## config.mk

```make
export PLATFORM = sky130hd
export DESIGN_NAME = mux8_rr_scheduler
export DESIGN_NICKNAME = d
export VERILOG_FILES = /design/src/rtl/mux8_rr_scheduler.sv
export SDC_FILE = /design/constraint.sdc
export NUM_CORES = 1
export LEC_CHECK = 0
export ABC_AREA = 1
export BUFFER_PORTS_ARGS = -buffer_cell sky130_fd_sc_hd__buf_2
export CAP_MARGIN = 20
export CORE_UTILIZATION = 60
export DETAILED_ROUTE_END_ITERATION = 10
export PLACE_DENSITY = 0.82
export SLEW_MARGIN = 40
export SYNTH_ARGS = -nofsm -noshare
export SYNTH_HDL_FRONTEND = slang
export SYNTH_SLANG_ARGS = --single-unit
export TNS_END_PERCENT = 50
```

## constraint.sdc

```tcl
create_clock -name clk -period 6.2 [get_ports clk]
set_clock_uncertainty 0.05 [all_clocks]
set_input_delay 0.62 -clock clk [delete_from_list [all_inputs] [get_ports clk]]
set_output_delay 0.62 -clock clk [all_outputs]
set_load 0.03 [all_outputs]
```

## src/rtl/mux8_rr_scheduler.sv

```systemverilog
// Round-robin scheduler for an 8-to-1 mux: arbitrates req, drives one-hot gnt/sel, registers the selected lane's data.
// Latency: req -> gnt/sel 1 cycle; gnt -> dout/dout_valid 1 cycle (2 cycles from req).
// Backpressure: none on the output; a lane holds the mux at most MAX_HOLD cycles while others wait; en=0 forces release.
module mux8_rr_scheduler #(
  parameter int W        = 1,
  parameter int MAX_HOLD = 4
) (
  input  logic           clk,
  input  logic           rst_n,
  input  logic           en,
  input  logic [7:0]     req,
  input  logic [8*W-1:0] din,
  output logic [7:0]     gnt,
  output logic [2:0]     sel,
  output logic           busy,
  output logic [W-1:0]   dout,
  output logic           dout_valid
);

  localparam logic [0:0] IDLE  = 1'b0;
  localparam logic [0:0] GRANT = 1'b1;
  localparam logic [3:0] HOLD_MAX = 4'(MAX_HOLD);

  logic [0:0] state;
  logic [2:0] ptr;
  logic [3:0] hold_cnt;

  logic [2:0] sel_next_ptr;
  logic       idle_hit;
  logic [2:0] idle_idx;
  logic       rel_hit;
  logic [2:0] rel_idx;
  logic       rel_drop;
  logic       rel_expire;

  // Priority search: first set bit of r at or above p, wrapping 7 -> 0.
  // Returns {hit, index}.
  function automatic logic [3:0] rr_search(input logic [7:0] r, input logic [2:0] p);
    logic       hit;
    logic [2:0] idx;
    logic [2:0] cand;
    hit = 1'b0;
    idx = 3'd0;
    for (int i = 0; i < 8; i++) begin
      cand = p + 3'(i);
      if (!hit && r[cand]) begin
        hit = 1'b1;
        idx = cand;
      end
    end
    return {hit, idx};
  endfunction

  assign sel_next_ptr = sel + 3'd1;
  assign rel_drop     = !req[sel];
  assign rel_expire   = (hold_cnt == HOLD_MAX);
  assign busy         = (state == GRANT);

  // Two searches in parallel: from ptr for a fresh grant, from sel+1 for a same-cycle handoff.
  always_comb begin
    {idle_hit, idle_idx} = rr_search(req, ptr);
    {rel_hit, rel_idx}   = rr_search(req, sel_next_ptr);
  end

  // Grant state machine: owns state, ptr, hold counter, sel and gnt.
  always_ff @(posedge clk or negedge rst_n) begin
    if (!rst_n) begin
      state    <= IDLE;
      ptr      <= 3'd0;
      hold_cnt <= 4'd0;
      sel      <= 3'd0;
      gnt      <= 8'd0;
    end else begin
      case (state)
        IDLE: begin
          if (en && idle_hit) begin
            state    <= GRANT;
            sel      <= idle_idx;
            gnt      <= 8'd1 << idle_idx;
            hold_cnt <= 4'd1;
          end else begin
            gnt <= 8'd0;
          end
        end
        default: begin
          if (!en) begin
            // Enable drop wins over drop/expiry; pointer still advances past the owner.
            state    <= IDLE;
            gnt      <= 8'd0;
            hold_cnt <= 4'd0;
            ptr      <= sel_next_ptr;
          end else if (rel_drop || rel_expire) begin
            ptr <= sel_next_ptr;
            if (rel_hit) begin
              // Handoff with no bubble; may re-grant the same lane if it is alone.
              sel      <= rel_idx;
              gnt      <= 8'd1 << rel_idx;
              hold_cnt <= 4'd1;
            end else begin
              state    <= IDLE;
              gnt      <= 8'd0;
              hold_cnt <= 4'd0;
            end
          end else if (hold_cnt != HOLD_MAX) begin
            hold_cnt <= hold_cnt + 4'd1;
          end
        end
      endcase
    end
  end

  // Output data register: captures the granted lane while it is actively requesting.
  always_ff @(posedge clk or negedge rst_n) begin
    if (!rst_n) begin
      dout       <= '0;
      dout_valid <= 1'b0;
    end else begin
      dout_valid <= (state == GRANT) && req[sel] && en;
      if ((state == GRANT) && req[sel] && en) begin
        dout <= din[int'(sel)*W +: W];
      end
    end
  end

endmodule

```

* Yosys cells after proc, flatten, opt, wreduce, memory -nomap -nowiden
Index checks and enable logic that the tools add are counted.
** Cells by class
- $add $sub $neg :: 16
- Magnitude comparators :: 17
- Equal/unequal tests :: 8
- Shift operators :: 3
- Mux-type cells :: 89
- Reductions and logical operators :: 37
** Operators by type and width (count)
- $mux 3 :: 23
- $lt 3x4->1 const B :: 17
- $bmux 1 s3 :: 17
- $mux 8 :: 5
- $mux 1 :: 39
- $add 3x3->3 const B :: 8
- $mux 4 :: 5
- $logic_and 1x1->1 :: 17
- $shl 1x3->8 const A :: 2
- $logic_not 1->1 :: 15
- $add 3x2->3 const B :: 4
- $add 3x1->3 const B :: 3
- $shiftx 8x4->1 :: 1
- $ne 2x1->1 const B :: 3
- $add 4x1->4 const B :: 1
- $eq 4x3->1 const B :: 1
- $ne 4x2->1 const B :: 1
- $ne 4x3->1 const B :: 1
- $reduce_and 2->1 :: 2
- $reduce_and 4->1 :: 1
- $ne 3x2->1 const B :: 1
- $ne 2x2->1 const B :: 1
- $reduce_bool 2->1 :: 1
- $logic_or 1x1->1 :: 1
** Storage, ports and cells
- Flip-flop bits (word level) :: 21
- Input port bits :: 19
- Output and inout port bits :: 14
- Word-level logic and storage cells :: 177

* Logic depth before layout (Yosys ltp)
- Depth after elaboration :: 30
- Mapped depth :: 23
- Gate-level depth less buffers :: 21

* Worst setup path after synthesis
OpenSTA, ideal clock, no wires.
- Path kind :: flip-flop to flip-flop
- Start point :: register sel[0]
- End point :: register gnt[7]
- Setup time :: 0.066 ns
- Arrival :: 2.807 ns
- Required time :: 6.084 ns
- Slack :: 3.277 ns
- Cell stages (with the launch flop) :: 23
- Buffers on the path :: 3
- Period minus slack after synthesis :: 2.923 ns
- Cells stage by stage :: dfrtp_1 buf_6 inv_4 buf_2 ha_1 inv_2 buf_4 nand3_1 nand2_2 nand2_1 nand2_2 nand3_4 nor2_8 nand2_4 nor2_8 nand4_1 nand3_2 nand2_1 inv_2 nand2_1 nand2_1 nand2_1 nand2_1
** Between the ends
- Longest elaborated chain between the ends :: 30
- Elaborated cells on any way between the ends :: 64
- Those cells by class :: add/sub (8); eq/ne (1); shift (1); mux (38); reduce/logical (16)
** Ends and longest elaborated chain
- start: declaration :: RTL line 14 : output logic [2:0] sel,
- start signal: assignment :: RTL line 78 : sel <= idle_idx;
- start signal: assignment :: RTL line 96 : sel <= rel_idx;
- $add 3x1->3 (*) :: RTL line 54 : assign sel_next_ptr = sel + 3'd1;
- net sel_next_ptr[0] :: RTL line 28 : logic [2:0] sel_next_ptr;
- parallel branches: the longest is 25 deep, another holds $add 3x1->3
- $mux 8 (*) :: RTL line 94 : if (rel_hit) begin
- $mux 8 (*) :: RTL line 92 : end else if (rel_drop || rel_expire) begin
- $mux 8 (*) :: RTL line 86 : if (!en) begin
- $mux 8 (*) :: RTL line 74 : case (state)
- end signal: assignment :: RTL line 79 : gnt <= 8'd1 << idle_idx;
- end signal: assignment :: RTL line 97 : gnt <= 8'd1 << rel_idx;
- end: declaration :: RTL line 13 : output logic [7:0] gnt,
Mark *: on every way through the listed nets, which the timed path passes. The select of a mux whose other input is x is not followed.
A chain may end at the register's enable or synchronous reset.

* Worst setup path after layout
- Start point :: register sel[0]
- End point :: register gnt[4]
** Between the ends
- Longest elaborated chain between the ends :: 30
- Elaborated cells on any way between the ends :: 64
- Those cells by class :: add/sub (8); eq/ne (1); shift (1); mux (38); reduce/logical (16)
** Ends and longest elaborated chain
- parallel branches: the longest is 30 deep, another holds $add 3x1->3
Parallel ways; which one is timed is not known. The select of a mux whose other input is x is not followed.

==> run_summary.xml <==
<?xml version="1.0" encoding="UTF-8"?>
<metrics>
  <group name="status">
    <metric name="run_status" unit="">completed</metric>
  </group>
  <group name="clock_tree">
    <metric name="cts_tree" unit="">done</metric>
    <metric name="post_cts_buffers" unit="">0</metric>
    <metric name="cts.repair.resized" unit="">0</metric>
    <metric name="clk_pin_slew" unit="ps">80</metric>
    <metric name="cts-hold-fix-buffers" unit="">0</metric>
    <metric name="cts_buffer_depth" unit="">2</metric>
    <metric name="worst_skew_pair.late_latency" unit="ps">270</metric>
    <metric name="cts.sink_count" unit="">21</metric>
    <metric name="cts.root.buffer_cell" unit="">sky130_fd_sc_hd__clkbuf_8</metric>
    <metric name="htree_num_levels" unit="">1</metric>
    <metric name="cts_made_buffers" unit="">3</metric>
  </group>
  <group name="sta">
    <metric name="finalSetupViolCount" unit="">0</metric>
    <metric name="finalCriticalPeriod" unit="ps">3600</metric>
    <metric name="max_freq" unit="MHz">278</metric>
    <metric name="relSlewSlack" unit="%">67.1</metric>
    <metric name="final_max_slew_viol_count" unit="">0</metric>
    <metric name="min_period_over_period" unit="%">58.1</metric>
    <metric name="transition_time_at_the_pin_with_the_least_slew_margin" unit="ps">493</metric>
    <metric name="finalHoldViolations" unit="">0</metric>
    <metric name="rsz0062_at_grt" unit="">no</metric>
    <metric name="setup-tns-final" unit="ps">0</metric>
  </group>
  <group name="floorplanning">
    <metric name="die_width" unit="um">71.8</metric>
    <metric name="std_cell_rows" unit="">25</metric>
    <metric name="dieArea" unit="sq mm">0.00515</metric>
    <metric name="initial_cell_density_of_the_core" unit="%">62.2</metric>
    <metric name="die_h" unit="um">71.8</metric>
    <metric name="ioPinCount" unit="">33</metric>
    <metric name="core-area" unit="sq mm">0.00469</metric>
  </group>
  <group name="yosys">
    <metric name="postSynthCellCount" unit="">498</metric>
    <metric name="synthesized_area_fraction_occupied_by_adder_cells" unit="%">2.57</metric>
    <metric name="area_fraction_in_compound_gates_after_synthesis" unit="%">8.35</metric>
    <metric name="muxShareOfSynthArea" unit="%">0</metric>
    <metric name="ys_types" unit="">41</metric>
    <metric name="ys_seq_elements" unit="">21</metric>
    <metric name="basic_gate_share_of_the_synthesized_area_counting_and_or_nand_and_nor_cells" unit="%">57.8</metric>
    <metric name="netlist_area" unit="sq mm">0.00292</metric>
    <metric name="synth_sequential_area_ratio" unit="%">18.0</metric>
    <metric name="synth.net_count" unit="">523</metric>
    <metric name="largest_family_of_logic_cells_by_synthesized_area" unit="">simple AND/OR/NAND/NOR gates</metric>
    <metric name="yosysWarnings" unit="">0</metric>
    <metric name="avgSynthCellArea" unit="sq um">5.86</metric>
    <metric name="yosys.area_share.xor_xnor" unit="%">1.71</metric>
  </group>
  <group name="global_route">
    <metric name="grt_pass1_wl" unit="um">12400</metric>
    <metric name="antenna_found_initial" unit="">0</metric>
    <metric name="grt_usage" unit="%">30.1</metric>
    <metric name="gr-total-overflow" unit="">0</metric>
    <metric name="grt_start_max_net_pins" unit="">30</metric>
    <metric name="vias_in_the_first_global_route" unit="">2754</metric>
  </group>
  <group name="worst_setup_path">
    <metric name="worst-r2r-cell-count" unit="">20</metric>
    <metric name="crit-reg2reg-capture" unit="">gnt[4]</metric>
    <metric name="timing.critical_path.required" unit="ps">6360</metric>
    <metric name="ff2ff_setup_slack" unit="ps">2600</metric>
    <metric name="critical_path.reg2reg.startpoint" unit="">sel[0]</metric>
    <metric name="endpoint_kind" unit="">register</metric>
    <metric name="worst_ep_arrival_time" unit="ps">3760</metric>
    <metric name="worst_setup_path_start_kind" unit="">register</metric>
    <metric name="crit_type" unit="">register to register</metric>
    <metric name="path_max_fanout" unit="">29</metric>
  </group>
  <group name="finish">
    <metric name="drive_above_1_share" unit="%">19.0</metric>
    <metric name="nFillCells" unit="">441</metric>
    <metric name="fin_nets" unit="">548</metric>
    <metric name="layout_commonest_cell" unit="">sky130_fd_sc_hd__nand2_1</metric>
    <metric name="area_growth_syn_to_layout" unit="%">5.48</metric>
    <metric name="antennaDiodeCount" unit="">0</metric>
    <metric name="multi_input_comb_area" unit="sq mm">0.00206</metric>
    <metric name="final-seq-area" unit="sq um">527</metric>
    <metric name="mostFrequentLayoutCells" unit="">sky130_fd_sc_hd__nand2_1 (201), sky130_fd_sc_hd__nand3_1 (62), sky130_fd_sc_hd__inv_1 (46), sky130_fd_sc_hd__nor2_1 (40), sky130_fd_sc_hd__buf_2 (32)</metric>
  </group>
  <group name="route">
    <metric name="antenna_violating_nets_post_route" unit="">0</metric>
    <metric name="initialDrtViolationCount" unit="">348</metric>
    <metric name="wl" unit="um">7480</metric>
    <metric name="dr_pass1_iterations" unit="">5</metric>
    <metric name="post_drt_wl_per_cell" unit="um">13.0</metric>
    <metric name="drc_errors" unit="">0</metric>
    <metric name="num_vias" unit="">3206</metric>
    <metric name="detail_route.vias_per_cell" unit="">5.57</metric>
  </group>
  <group name="job">
    <metric name="max-cap-violations" unit="">0</metric>
  </group>
  <group name="place">
    <metric name="place.detailed.hpwl" unit="um">5900</metric>
    <metric name="globalplace.congestion" unit="">0.954</metric>
    <metric name="port_buffers" unit="">32</metric>
  </group>
  <group name="worst_hold_path">
    <metric name="min-delay-path-class" unit="">input pin to asynchronous set/reset pin</metric>
  </group>
</metrics>
## sequential cells by signal, indices dropped and copies added, names as in the netlist
register,count
busy,1
dout,1
dout_valid,1
gnt,8
hold_cnt,4
ptr,3
sel,3
## layer usage
metal	wire [um]	up-vias	GRT usage (%)
li1	-	1637	-
met1	3510	1444	42.1
met2	3460	110	49.0
met3	382	15	3.52
met4	128	0	8.93
met5	0	-	0
## critical path, cell delays in order (launching register included)
cell,delay (ps)
sky130_fd_sc_hd__dfrtp_2,690
sky130_fd_sc_hd__inv_4,200
sky130_fd_sc_hd__ha_1,650
sky130_fd_sc_hd__inv_2,220
sky130_fd_sc_hd__nand2_1,100
sky130_fd_sc_hd__nand2_1,160
sky130_fd_sc_hd__nand2_1,120
sky130_fd_sc_hd__nand2_1,90
sky130_fd_sc_hd__nand2_2,80
sky130_fd_sc_hd__nand2_4,70
sky130_fd_sc_hd__nand3_1,100
sky130_fd_sc_hd__nor2_1,50
sky130_fd_sc_hd__nor2_1,150
sky130_fd_sc_hd__nand3_1,120
sky130_fd_sc_hd__nor2_1,140
sky130_fd_sc_hd__nand3_2,120
sky130_fd_sc_hd__nor2_1,170
sky130_fd_sc_hd__nand2_1,80
sky130_fd_sc_hd__nand2_1,70
sky130_fd_sc_hd__nand2_1,40
sky130_fd_sc_hd__nand2_1,60
## how the worst max path moves through the flow
stage               startpoint     end  slack, ps  depth (start not counted)
CTS                     sel[0]  gnt[7]       2350                         21
finish                  sel[0]  gnt[4]       2600                         20
detailed placement      sel[0]  gnt[4]       2380                         20
global route            sel[0]  gnt[4]       2360                         20
floorplan               sel[0]  gnt[7]       3280                         22
global placement        sel[0]  gnt[4]       2460                         20
## final cells by class
class	instances	area share, %
Tap cell	54	2.19
Clock buffer	3	1.34
Sequential cell	21	17.1
Timing Repair Buffer	32	5.20
Inverter	57	7.23
Clock inverter	1	0.162
Multi-Input combinational cell	408	66.8
## through the flow
step                hold WS [ps]  worst slack, ps  area (sq um)  util [%]  std cells
finish                       250             2600          3080      65.7        576
global route                 280             2360          3080      65.7        576
CTS                          267             2350          3080      65.6        576
detailed placement           410             2380          3030      64.6        572
global placement             409             2460          3030      64.6        572
floorplan                    274             3280          2920         -        498
## logic make-up (layout without fill, tap and decap cells)
| logic type | Yosys count | in the layout |
|---|---|---|
| adders and majority gates | 6 | 6 |
| buffers and inverters | 69 | 93 |
| and+or+nand+nor | 357 | 357 |
| xor gates and xnor gates | 4 | 4 |
| DFF | 21 | 21 |
| AOI/OAI and AO/OA | 41 | 41 |
## Yosys cell counts
| master | count | area [sq um] |
|---|---|---|
| sky130_fd_sc_hd__buf_6 | 6 | 67.6 |
| sky130_fd_sc_hd__nand3_1 | 62 | 310 |
| sky130_fd_sc_hd__clkinv_4 | 1 | 8.76 |
| sky130_fd_sc_hd__nor3_1 | 3 | 15.0 |
| sky130_fd_sc_hd__nor2_2 | 4 | 25.0 |
| sky130_fd_sc_hd__nand4_1 | 6 | 37.5 |
| sky130_fd_sc_hd__o21ai_1 | 5 | 25.0 |
| sky130_fd_sc_hd__o21bai_1 | 1 | 7.51 |
| sky130_fd_sc_hd__nand4_2 | 2 | 25.0 |
| sky130_fd_sc_hd__buf_8 | 1 | 15.0 |
| sky130_fd_sc_hd__buf_2 | 2 | 10.0 |
| sky130_fd_sc_hd__nand2_2 | 15 | 93.8 |
| sky130_fd_sc_hd__o21ai_2 | 1 | 8.76 |
| sky130_fd_sc_hd__nor3_2 | 1 | 10.0 |
| sky130_fd_sc_hd__a31o_2 | 1 | 8.76 |
| sky130_fd_sc_hd__clkinv_2 | 1 | 5.00 |
| sky130_fd_sc_hd__a21boi_0 | 1 | 7.51 |
| sky130_fd_sc_hd__o221ai_1 | 1 | 8.76 |
| sky130_fd_sc_hd__inv_1 | 46 | 173 |
| sky130_fd_sc_hd__a21oi_2 | 1 | 8.76 |
| sky130_fd_sc_hd__a31oi_2 | 1 | 12.5 |
| sky130_fd_sc_hd__inv_2 | 8 | 30.0 |
| sky130_fd_sc_hd__xnor2_2 | 2 | 32.5 |
| sky130_fd_sc_hd__nor2_4 | 3 | 33.8 |
| sky130_fd_sc_hd__a21oi_1 | 7 | 35.0 |
| sky130_fd_sc_hd__nand3_4 | 1 | 17.5 |
| sky130_fd_sc_hd__ha_1 | 6 | 75.1 |
| sky130_fd_sc_hd__buf_4 | 3 | 22.5 |
| sky130_fd_sc_hd__dfrtp_1 | 21 | 526 |
| sky130_fd_sc_hd__nand2_1 | 201 | 754 |
| sky130_fd_sc_hd__nor2_1 | 40 | 150 |
| sky130_fd_sc_hd__nand3_2 | 13 | 130 |
| sky130_fd_sc_hd__o211ai_1 | 1 | 7.51 |
| sky130_fd_sc_hd__nor2_8 | 2 | 40.0 |
| sky130_fd_sc_hd__nand2_4 | 4 | 45.0 |
| sky130_fd_sc_hd__a31oi_1 | 4 | 25.0 |
| sky130_fd_sc_hd__xor2_1 | 1 | 8.76 |
| sky130_fd_sc_hd__xnor2_1 | 1 | 8.76 |
| sky130_fd_sc_hd__o22ai_1 | 3 | 18.8 |
| sky130_fd_sc_hd__inv_4 | 1 | 6.26 |
| sky130_fd_sc_hd__o21ai_0 | 14 | 70.1 |
Power is not shown: default switching activity piles up to over one toggle a cycle in this logic, so the estimate is an artifact.
